$ cat config.mk
export PLATFORM = sky130hd
export DESIGN_NAME = ff_excitation_driver
export DESIGN_NICKNAME = d
export VERILOG_FILES = /design/src/rtl/ff_excitation_driver.sv
export SDC_FILE = /design/constraint.sdc
export NUM_CORES = 1
export LEC_CHECK = 0
export ABC_AREA = 1
export CAP_MARGIN = 15
export CORE_MARGIN = 1.5
export CORE_UTILIZATION = 33
export DETAILED_ROUTE_END_ITERATION = 8
export GPL_TIMING_DRIVEN = 0
export MAX_ROUTING_LAYER = met4
export PLACE_DENSITY = 0.6
export SKIP_CTS_REPAIR_TIMING = 1
export SLEW_MARGIN = 20
export SYNTH_ARGS = -nofsm -noshare
export SYNTH_HDL_FRONTEND = slang
export SYNTH_SLANG_ARGS = --single-unit
export TNS_END_PERCENT = 50
$ cat constraint.sdc
create_clock -name clk -period 7.8 [get_ports clk]
set_clock_uncertainty 0.1 [all_clocks]
set_input_delay 2.34 -clock clk [delete_from_list [all_inputs] [get_ports clk]]
set_output_delay 2.34 -clock clk [all_outputs]
set_load 0.005 [all_outputs]
$ cat src/rtl/ff_excitation_driver.sv
// ff_excitation_driver: derives JK/SR excitation to steer a flip-flop bank to a target word, applies it, then self-checks.
// Ports:
//   clk, rst                   clock and synchronous active-high reset
//   tgt_valid/tgt_ready        target handshake; ready only in IDLE
//   tgt_data, mode             target word; 0 = JK, 1 = SR (sampled at accept)
//   exc_a/exc_b, exc_valid     registered J/K or S/R, one-cycle valid pulse
//   q                          flip-flop bank state
//   flips, total_flips         bits changed by last transaction, saturating total
//   done, mismatch             completion pulse and result check
module ff_excitation_driver #(
  parameter int WIDTH = 8,
  parameter int DC_POLICY = 0,
  parameter int CNT_W = 16
) (
  input  logic                         clk,
  input  logic                         rst,
  input  logic                         tgt_valid,
  output logic                         tgt_ready,
  input  logic [WIDTH-1:0]             tgt_data,
  input  logic                         mode,
  output logic [WIDTH-1:0]             exc_a,
  output logic [WIDTH-1:0]             exc_b,
  output logic                         exc_valid,
  output logic [WIDTH-1:0]             q,
  output logic [$clog2(WIDTH+1)-1:0]   flips,
  output logic [CNT_W-1:0]             total_flips,
  output logic                         done,
  output logic                         mismatch
);
  localparam int FW = $clog2(WIDTH+1);
  typedef enum logic [1:0] {IDLE, DRIVE, CHECK} state_t;
  state_t state_q, state_d;
  logic [WIDTH-1:0] q_q, q_d, tgt_q, tgt_d, exc_a_q, exc_a_d, exc_b_q, exc_b_d;
  logic [WIDTH-1:0] xm, diff, jk_a, jk_b, sr_a, sr_b, jk_q, sr_q;
  logic mode_q, mode_d, exc_valid_q, exc_valid_d, done_q, done_d, mismatch_q, mismatch_d, accept;
  logic [FW-1:0] flips_q, flips_d, pc;
  logic [CNT_W-1:0] total_q, total_d;
  logic [CNT_W:0] sum;
  always_ff @(posedge clk)
    if (rst) state_q <= IDLE;
    else state_q <= state_d;
  always_comb
    state_d = state_q == IDLE ? (tgt_valid ? DRIVE : IDLE) : state_q == DRIVE ? CHECK : IDLE;
  always_comb begin
    tgt_ready = state_q == IDLE;
    accept = tgt_ready & tgt_valid;
  end
  // don't-care excitation entries take DC_POLICY; the SR form keeps S and R disjoint either way
  always_comb begin
    xm = DC_POLICY != 0 ? '1 : '0;
    diff = q_q ^ tgt_data;
    pc = '0;
    for (int i = 0; i < WIDTH; i++) pc = pc + FW'(diff[i]);
    sum = {1'b0, total_q} + (CNT_W+1)'(pc);
    jk_a = (q_q & xm) | (~q_q & tgt_data);
    jk_b = (q_q & ~tgt_data) | (~q_q & xm);
    sr_a = tgt_data & (~q_q | xm);
    sr_b = ~tgt_data & (q_q | xm);
    jk_q = (exc_a_q & ~q_q) | (~exc_b_q & q_q);
    sr_q = (exc_a_q & ~exc_b_q) | (q_q & (exc_a_q | ~exc_b_q));
    q_d = state_q == DRIVE ? (mode_q ? sr_q : jk_q) : q_q;
    tgt_d = accept ? tgt_data : tgt_q;
    mode_d = accept ? mode : mode_q;
    exc_a_d = accept ? (mode ? sr_a : jk_a) : exc_a_q;
    exc_b_d = accept ? (mode ? sr_b : jk_b) : exc_b_q;
    exc_valid_d = accept;
    flips_d = accept ? pc : flips_q;
    total_d = accept ? (sum[CNT_W] ? '1 : sum[CNT_W-1:0]) : total_q;
    done_d = state_q == CHECK;
    mismatch_d = state_q == CHECK && q_q != tgt_q;
  end
  always_ff @(posedge clk)
    if (rst) begin
      q_q <= '0;
      tgt_q <= '0;
      mode_q <= 1'b0;
      exc_a_q <= '0;
      exc_b_q <= '0;
      exc_valid_q <= 1'b0;
      flips_q <= '0;
      total_q <= '0;
      done_q <= 1'b0;
      mismatch_q <= 1'b0;
    end else begin
      q_q <= q_d;
      tgt_q <= tgt_d;
      mode_q <= mode_d;
      exc_a_q <= exc_a_d;
      exc_b_q <= exc_b_d;
      exc_valid_q <= exc_valid_d;
      flips_q <= flips_d;
      total_q <= total_d;
      done_q <= done_d;
      mismatch_q <= mismatch_d;
    end
  assign q = q_q;
  assign exc_a = exc_a_q;
  assign exc_b = exc_b_q;
  assign exc_valid = exc_valid_q;
  assign flips = flips_q;
  assign total_flips = total_q;
  assign done = done_q;
  assign mismatch = mismatch_q;
endmodule

Word level (Yosys, flattened, before mapping)
Cells that the tools add are included.
Operators by class
  $add $sub $neg: 8
  eq/ne operators: 3
  muxes and demuxes: 5
  bitwise gates (word level): 14
  reductions and logical operators: 2
Operator list (count)
  AND 8 bit: 6
  inverter 8 bit: 3
  OR 8 bit: 3
  adder 16 x 4 -> 17 bit: 1
  adder 4 x 1 -> 4 bit: 4
  two-way mux 16 bit: 1
  two-way mux 8 bit: 1
  != test 8 bit: 1
  bitwise XOR 8 bit: 1
  adder 3 x 1 -> 4 bit: 1
  two-way mux 2 bit: 2
  adder 2 x 1 -> 3 bit: 1
  adder 1 x 1 -> 2 bit: 1
  == test 2 x 1 -> 1 bit, second input constant: 1
  == test 2 bit, second input constant: 1
  zero test 2 bit: 1
  AND 1 bit: 1
  logical AND 1 bit: 1
  two-way mux 1 bit: 1
Storage, ports and cells
  register bits after elaboration: 58
  output and inout port bits: 48

Longest topological paths before layout
Gate-level depths: netlist of run 1.
  depth in word-level cells: 10
  mapped depth: 19

Worst setup path before layout of run 1
Ideal clock, no wire load.
  path type: input -> register
  start: input tgt_data[0]
  end: register total_q[8] (netlist: total_flips[8])
  setup time: 0.113 ns
  data arrival time: 6.027 ns
  data required time: 7.587 ns
  setup slack: 1.560 ns
  stages: 18
  path buffers: 0
  cell sequence: inv_1 > ha_1 > inv_1 > fa_1 > fa_1 > fa_1 > ha_1 > fa_1 > inv_1 > fa_1 > nor2_2 > nor2_2 > nor2_8 > nand2_2 > nand2_1 > nand2_1 > o21ai_1 > inv_1
On the way
  word-level cells in the longest chain between the ends: 10
RTL lines
  start, declared: line 19  | input logic [WIDTH-1:0] tgt_data,
  bitwise XOR 8 bit: line 51  | diff = q_q ^ tgt_data;
  adder 1 x 1 -> 2 bit: line 53  | for (int i = 0; i < WIDTH; i++) pc = pc + FW'(diff[i]);
  adder 2 x 1 -> 3 bit: line 53
  adder 3 x 1 -> 4 bit: line 53
  adder 4 x 1 -> 4 bit (4 in series): line 53
  net pc[1]: line 36  | logic [FW-1:0] flips_q, flips_d, pc;
  adder 16 x 4 -> 17 bit: line 54  | sum = {1'b0, total_q} + (CNT_W+1)'(pc);
  two-way mux 16 bit: line 68  | total_d = accept ? (sum[CNT_W] ? '1 : sum[CNT_W-1:0]) : total_q;
  end signal, assigned: line 92  | total_q <= total_d;
  end, declared: line 37  | logic [CNT_W-1:0] total_q, total_d;
The timed path passes the listed nets, and every way through them passes these cells.
A chain may end at the register's enable or synchronous reset.

Worst setup path in the final report of run 1
  start: input tgt_data[0]
  end: register total_q[15] (netlist: total_flips[15])
The elaborated chain is that of the path after synthesis.

==> summary.md, run 1 <==
| Metric | Value |
|---|---|
| Cts bufs inserted | `9` |
| Flop2flop setup slack | `3.13 ns` |
| Reg2reg path depth | `16` |
| Startpoint Class | `input port` |
| H-tree Lvls | `3` |
| Yosys warns | `0` |
| Slew at the pin closest to its max-slew limit | `between 0.5 and 0.6 ns` |
| Yosys reg bits | `58` |
| Seq/Total Area, Yosys | `0.369` |
| Cell Area, Synth | `around 3200 sq um` |
| Final Hold Vio Count | `0` |
| End of the worst register-to-register path | `total_flips[15]` |
| Max Cap Viol | `0` |
| Via count | `2988` |
| Net Sw Frac | `0.305` |
| Final setup violation count | `0` |
| Vias in the first global route | `2795` |
| GRT overflow | `0` |
| Antenna cell count | `0` |
| Area Growth Syn to Fin | `30.5%` |
| Post-DP HPWL | `6.23 mm` |
| DRC | `0` |
| Starting Density | `0.341` |
| Critical Path AT | `7.02 ns` |
| Most common cell after layout, fill and taps aside | `inv_1` |
| Port bufs | `58` |
| Die height | `101 um` |
| Sw Pwr | `266 uW` |
| GP Congestion | `0.872` |
| Placement row count | `35` |
| Share of layout cells above drive strength 1 | `0.0739` |
| I/O pins | `60` |
| Status | `finished, final reports clean` |
| Cell Area, Placed | `between 3000 and 4000 sq um` |
| Fin crit period | `6.86 ns` |
| Comb pwr share | `0.252` |
| Syn Inst Count | `427` |
| Core ar. | `9240 sq um` |
| Most frequent cells in the layout | `63 x inv_1, 61 x nand2_1, 59 x nor2_1, 58 x dfxtp_1, 58 x clkdlybuf4s50_1` |
| DRT antenna net count | `0` |
| Clock power frac | `0.360` |
| Reg power frac | `0.388` |
| Tot GR Track Use | `0.184` |
| Yosys cell types | `31` |
| Min-Delay Endpoint | `tgt_q[1]` |
| CTS tree | `built` |
| Die Span X | `slightly above 100 um` |
| Hold Path Class | `reg2reg` |
| Syn nets | `467` |
| Routed wire length | `8.67 mm` |
| TritonRoute pass-1 iters | `4` |
| Worst setup EP type | `register` |
| Drt initial violations | `169` |
| Die Area | `about 10000 sq um` |
| Max IR drop VDD | `a little under 90 uV` |
| Setup TNS | `0 ns` |
| Slew HR | `0.605` |
| Hold path start | `tgt_q[1]` |
| First-pass GRT wire length | `13.8 mm` |
| Clock sinks | `58` |
| RSZ-0062 raised after global routing | `false` |
| Cell area after layout | `4110 sq um` |
| Initial antenna violation count | `0` |
| Vias per inst | `4.74` |
| Clk buf depth | `2` |
| Worst hold stages | `2` |
| Final worst path period share | `0.879` |
| Slew Viols, Final | `0` |
| Max Clk Rate | `146 MHz` |
| CP Max Fanout | `7` |
| Routed len/inst | `13.8 um` |
| Syn_area_per_cell | `7.38 sq um` |
| Largest net degree at the start of global routing | `11` |
| Internal | `605 uW` |
| Clock-pin slew on the worst setup and hold paths | `0.07 ns` |
| Worst EP required | `between 7 and 8 ns` |
| Root buf cell | `clkbuf_8` |
| Clk Latency, worst-skew pair | `0.34 ns` |
| LEAKAGE | `roughly 0.0018 uW` |
| Crit path kind | `in2reg` |
| Final #Nets | `536` |
| Worst r2r src | `q[0]` |
| Pwr Density | `212 nW/um^2` |
[worst max-delay path by stage]
stage	from	to
floorplan	tgt_data[0]	total_flips[8]
global placement	tgt_data[0]	total_flips[12]
detailed placement	tgt_data[0]	total_flips[15]
CTS	tgt_data[0]	total_flips[15]
global route	tgt_data[0]	total_flips[12]
finish	tgt_data[0]	total_flips[15]
[power groups by stage]
| stage | clock network [uW] | logic (uW) | registers, uW |
|---|---|---|---|
| after CTS | 318 | 220 | 338 |
| after detailed placement | 0 | 217 | 345 |
| after floorplan | 0 | 136 | 342 |
| after global routing | 332 | 247 | 341 |
| after global placement | 0 | 213 | 344 |
| final | 314 | 219 | 338 |
[critical path, stage by stage]
cell,delay (ns)
clkdlybuf4s50_1,0.51
inv_1,0.06
ha_1,0.28
inv_1,0.06
fa_1,0.54
fa_1,0.54
fa_1,0.51
ha_1,0.24
fa_1,0.52
inv_1,0.09
fa_1,0.45
nor2_2,0.18
nor2_2,0.10
nor2_8,0.16
nand2_2,0.09
nor2_1,0.15
nand2_1,0.07
a21oi_1,0.14
[sequential cells by signal (all words and copies together) (netlist names)]
| signal | cells |
|---|---|
| q | 8 |
| mismatch | 1 |
| done | 1 |
| flips | 4 |
| exc_b | 8 |
| state_q | 2 |
| exc_a | 8 |
| exc_valid | 1 |
| total_flips | 16 |
| mode_q | 1 |
| tgt_q | 8 |
[final cells by class]
class / count / area (sq um)
plain buffers: 17 / 81.3
inverters: 65 / 244
clock inverters: 5 / 77.6
flip-flops and latches: 58 / 1160
multi-input cells: 287 / 1660
well taps: 129 / 161
clock buffers: 11 / 141
repair buffers: 58 / 581
fillers: 948 / 5130
[cell families (layout without fill, tap and decap cells)]
group           count (synthesis)  count (layout)  synth area share
simple gates                  176             176             0.257
xor+xnor                        7               7            0.0195
fa+ha+maj                      28              28             0.123
compound gates                 76              76             0.129
flops                          58              58             0.369
buf+inv                        82             156             0.103
[per-stage QoR]
step | instances | worst slack, ns | util | total power [uW] | hold WS, ns
after detailed placement | 614 | 0.646 | 0.421 | 562 | 0.363
after global routing | 630 | 0.748 | 0.445 | 920 | 0.397
after global placement | 614 | 0.661 | 0.421 | 557 | 0.354
after CTS | 630 | 0.981 | 0.445 | 876 | 0.374
after floorplan | 427 | 1.56 | - | 478 | 0.344
final | 630 | 0.944 | 0.445 | 870 | 0.375
[layer usage]
metal | vias up | share of wire | track usage | wire [um]
met4 | 0 | 0.014 | 0.0802 | 125
met5 | - | 0 | - | 0
li1 | 1509 | - | - | -
met2 | 65 | 0.46 | 0.277 | 4000
met1 | 1405 | 0.49 | 0.246 | 4210
met3 | 9 | 0.038 | 0.0257 | 328
[cells in the mapped netlist]
cell type	n	area (sq um)
a21oi_1	22	110
a221oi_1	1	8.76
a31oi_1	12	75.1
buf_1	1	3.75
buf_2	5	25.0
buf_4	1	7.51
buf_6	1	11.3
clkbuf_1	9	33.8
dfxtp_1	58	1160
fa_1	5	100
ha_1	23	288
inv_1	63	236
inv_2	2	7.51
nand2_1	61	229
nand2_2	4	25.0
nand2_4	1	11.3
nand3_1	24	120
nand3_4	1	17.5
nand4_1	8	50.1
nor2_1	59	221
nor2_2	3	18.8
nor2_4	1	11.3
nor2_8	2	40.0
nor3_1	11	55.1
nor3_2	1	10.0
o2111ai_1	1	8.76
o21ai_0	38	190
o21ai_1	1	5.00
o21bai_1	1	7.51
xnor2_1	2	17.5
xor2_1	5	43.8
(Power assumes the default switching activity.)
==> run 2, diff against run 1 <==
--- a/config.mk
+++ b/config.mk
@@ -12,7 +12,7 @@
 export DETAILED_ROUTE_END_ITERATION = 8
 export GPL_TIMING_DRIVEN = 0
 export MAX_ROUTING_LAYER = met4
-export PLACE_DENSITY = 0.6
+export PLACE_DENSITY = 0.54
 export SKIP_CTS_REPAIR_TIMING = 1
 export SLEW_MARGIN = 20
 export SYNTH_ARGS = -nofsm -noshare
==> summary.md, run 2 (synthesized netlist as in run 1, its figures left out) <==
| Metric | Value |
|---|---|
| Via count | `2945 (-1.4%)` |
| GRT overflow | `0 (unchanged)` |
| Final setup violation count | `0 (unchanged)` |
| Clock-pin slew on the worst setup and hold paths | `0.07 ns (about the same)` |
| Worst setup EP type | `register` |
| Final Hold Vio Count | `0 (unchanged)` |
| Largest net degree at the start of global routing | `11 (unchanged)` |
| Final #Nets | `536 (unchanged)` |
| Most common cell after layout, fill and taps aside | `inv_1` |
| Critical Path AT | `7.01 ns (about the same)` |
| H-tree Lvls | `3 (unchanged)` |
| RSZ-0062 raised after global routing | `false` |
| Busiest grt layer | `met2` |
| LEAKAGE | `0.00178 uW (-1.6%)` |
| Core ar. | `9240 sq um (unchanged)` |
| Placement row count | `35 (unchanged)` |
| Routing usage on met1 | `0.254 (+0.00834)` |
| Share of layout cells above drive strength 1 | `0.0740 (+0.000148)` |
| Max Clk Rate | `146 MHz (+0.16%)` |
| Pwr Density | `195 nW/um^2 (-7.7%)` |
| Slew HR | `0.524 (-0.0810)` |
| TritonRoute pass-1 iters | `4 (unchanged)` |
| Setup TNS | `0 ns (unchanged)` |
| Antenna cell count | `0 (unchanged)` |
| Die height | `101 um (unchanged)` |
| Slew at the pin closest to its max-slew limit | `0.714 ns (+0.121 ns)` |
| Root buf cell | `clkbuf_8` |
| Worst r2r src | `q[3]` |
| Met3 Resource Use GR | `0.0257 (unchanged)` |
| Status | `finished, final reports clean` |
| Area Growth Syn to Fin | `28.6%` |
| Die Area | `10100 sq um (unchanged)` |
| Max reg flops | `16 (unchanged)` |
| Routed wire length | `8.75 mm (+0.98%)` |
| Grt met2 use | `0.285 (+0.00780)` |
| Cell Area, Placed | `3890 sq um (unchanged)` |
| DRT antenna net count | `0 (unchanged)` |
| Vias in the first global route | `2750 (-1.6%)` |
| GP Congestion | `0.822 (-5.7%)` |
| Crit path kind | `in2reg` |
| Starting Density | `0.341 (unchanged)` |
| Worst EP required | `7.96 ns (about the same)` |
| First-pass GRT wire length | `14.2 mm (+2.5%)` |
| Clock sinks | `58 (unchanged)` |
| Max Cap Viol | `0 (unchanged)` |
| Hold Path Class | `reg2reg` |
| Fin crit period | `6.84 ns (-0.0111 ns)` |
| Final worst path period share | `0.878 (-0.00143)` |
| Die Span X | `101 um (unchanged)` |
| Clk Latency, worst-skew pair | `0.34 ns (about the same)` |
| Cts bufs inserted | `9 (unchanged)` |
| Initial antenna violation count | `0 (unchanged)` |
| Flop2flop setup slack | `3.13 ns (about the same)` |
| DRC | `0 (unchanged)` |
| Tot GR Track Use | `0.188 (+0.00417)` |
| Port bufs | `58 (unchanged)` |
| Hold path start | `state_q[0]` |
| Max IR drop VDD | `96.3 uV (+10%)` |
| Cell area after layout | `4050 sq um (-1.5%)` |
| Total power | `792 uW (-9.0%)` |
| Startpoint Class | `input port` |
| Most frequent cells in the layout | `63 x inv_1, 61 x nand2_1, 59 x nor2_1, 58 x dfxtp_1, 58 x clkdlybuf4s50_1` |
| Vias per inst | `4.68 (-1.3%)` |
| Clk buf depth | `2 (unchanged)` |
| Post-DP HPWL | `6.29 mm (+0.88%)` |
| Drt initial violations | `97 (-43%)` |
| Critical path origin | `tgt_data[0]` |
| I/O pins | `60 (unchanged)` |
| Routed len/inst | `13.9 um (+1.1%)` |
| CTS tree | `built` |
| CP Max Fanout | `7 (unchanged)` |
| Slew Viols, Final | `0 (unchanged)` |
[run 2: critical path, cell delays in order]
cell,delay [ns]
clkdlybuf4s50_1,0.52
inv_1,0.06
ha_1,0.28
inv_1,0.07
fa_1,0.52
fa_1,0.52
fa_1,0.49
ha_1,0.24
fa_1,0.54
inv_1,0.09
fa_1,0.46
nor2_2,0.18
nor2_2,0.09
nor2_8,0.17
nand2_2,0.09
nor2_1,0.15
nand2_1,0.07
a21oi_1,0.13
[run 2: path summary, 6_finish.rpt]
path	endpoint	cells past startpoint
min reg2reg	done	1
min	done	1
max	total_flips[15]	18
max reg2reg	total_flips[15]	16
[run 2: cell type report]
class,count,area (sq um)
clock buffers,9,124
well taps,129,161
fillers,956,5190
multi-input cells,287,1660
plain buffers,17,81.3
inverters,65,244
repair buffers,58,581
flip-flops and latches,58,1160
clock inverters,6,35.0
[run 2: stage by stage]
stage	std cells	hold slack, ns	setup WS, ns	util
2_1_floorplan	427	0.344	1.56	-
3_5_place_dp	614	0.363	0.633	0.421
5_1_grt	629	0.395	0.737	0.438
3_3_place_gp	614	0.354	0.614	0.421
4_1_cts	629	0.373	0.959	0.438
6_report	629	0.374	0.955	0.438
[run 2: layer usage]
| layer | up-vias | wire length (um) |
|---|---|---|
| li1 | 1514 | - |
| met1 | 1349 | 4270 |
| met2 | 64 | 3920 |
| met3 | 18 | 402 |
| met4 | 0 | 157 |
| met5 | - | 0 |
[run 2: power by group]
| part | switching, uW | internal, uW | leakage (uW) | total, uW |
|---|---|---|---|---|
| logic | 121 | 98.5 | 0.00122 | 219 |
| clock network | 124 | 111 | 0.0000806 | 235 |
| registers | 19.4 | 318 | 0.000476 | 338 |
==> run 3, diff against run 2 <==
--- a/config.mk
+++ b/config.mk
@@ -9,6 +9,7 @@
 export CAP_MARGIN = 15
 export CORE_MARGIN = 1.5
 export CORE_UTILIZATION = 33
+export CTS_CLUSTER_SIZE = 12
 export DETAILED_ROUTE_END_ITERATION = 8
 export GPL_TIMING_DRIVEN = 0
 export MAX_ROUTING_LAYER = met4
==> results of run 3 <==
Same layout as run 2: the final DEF is identical, and so are final timing and power.
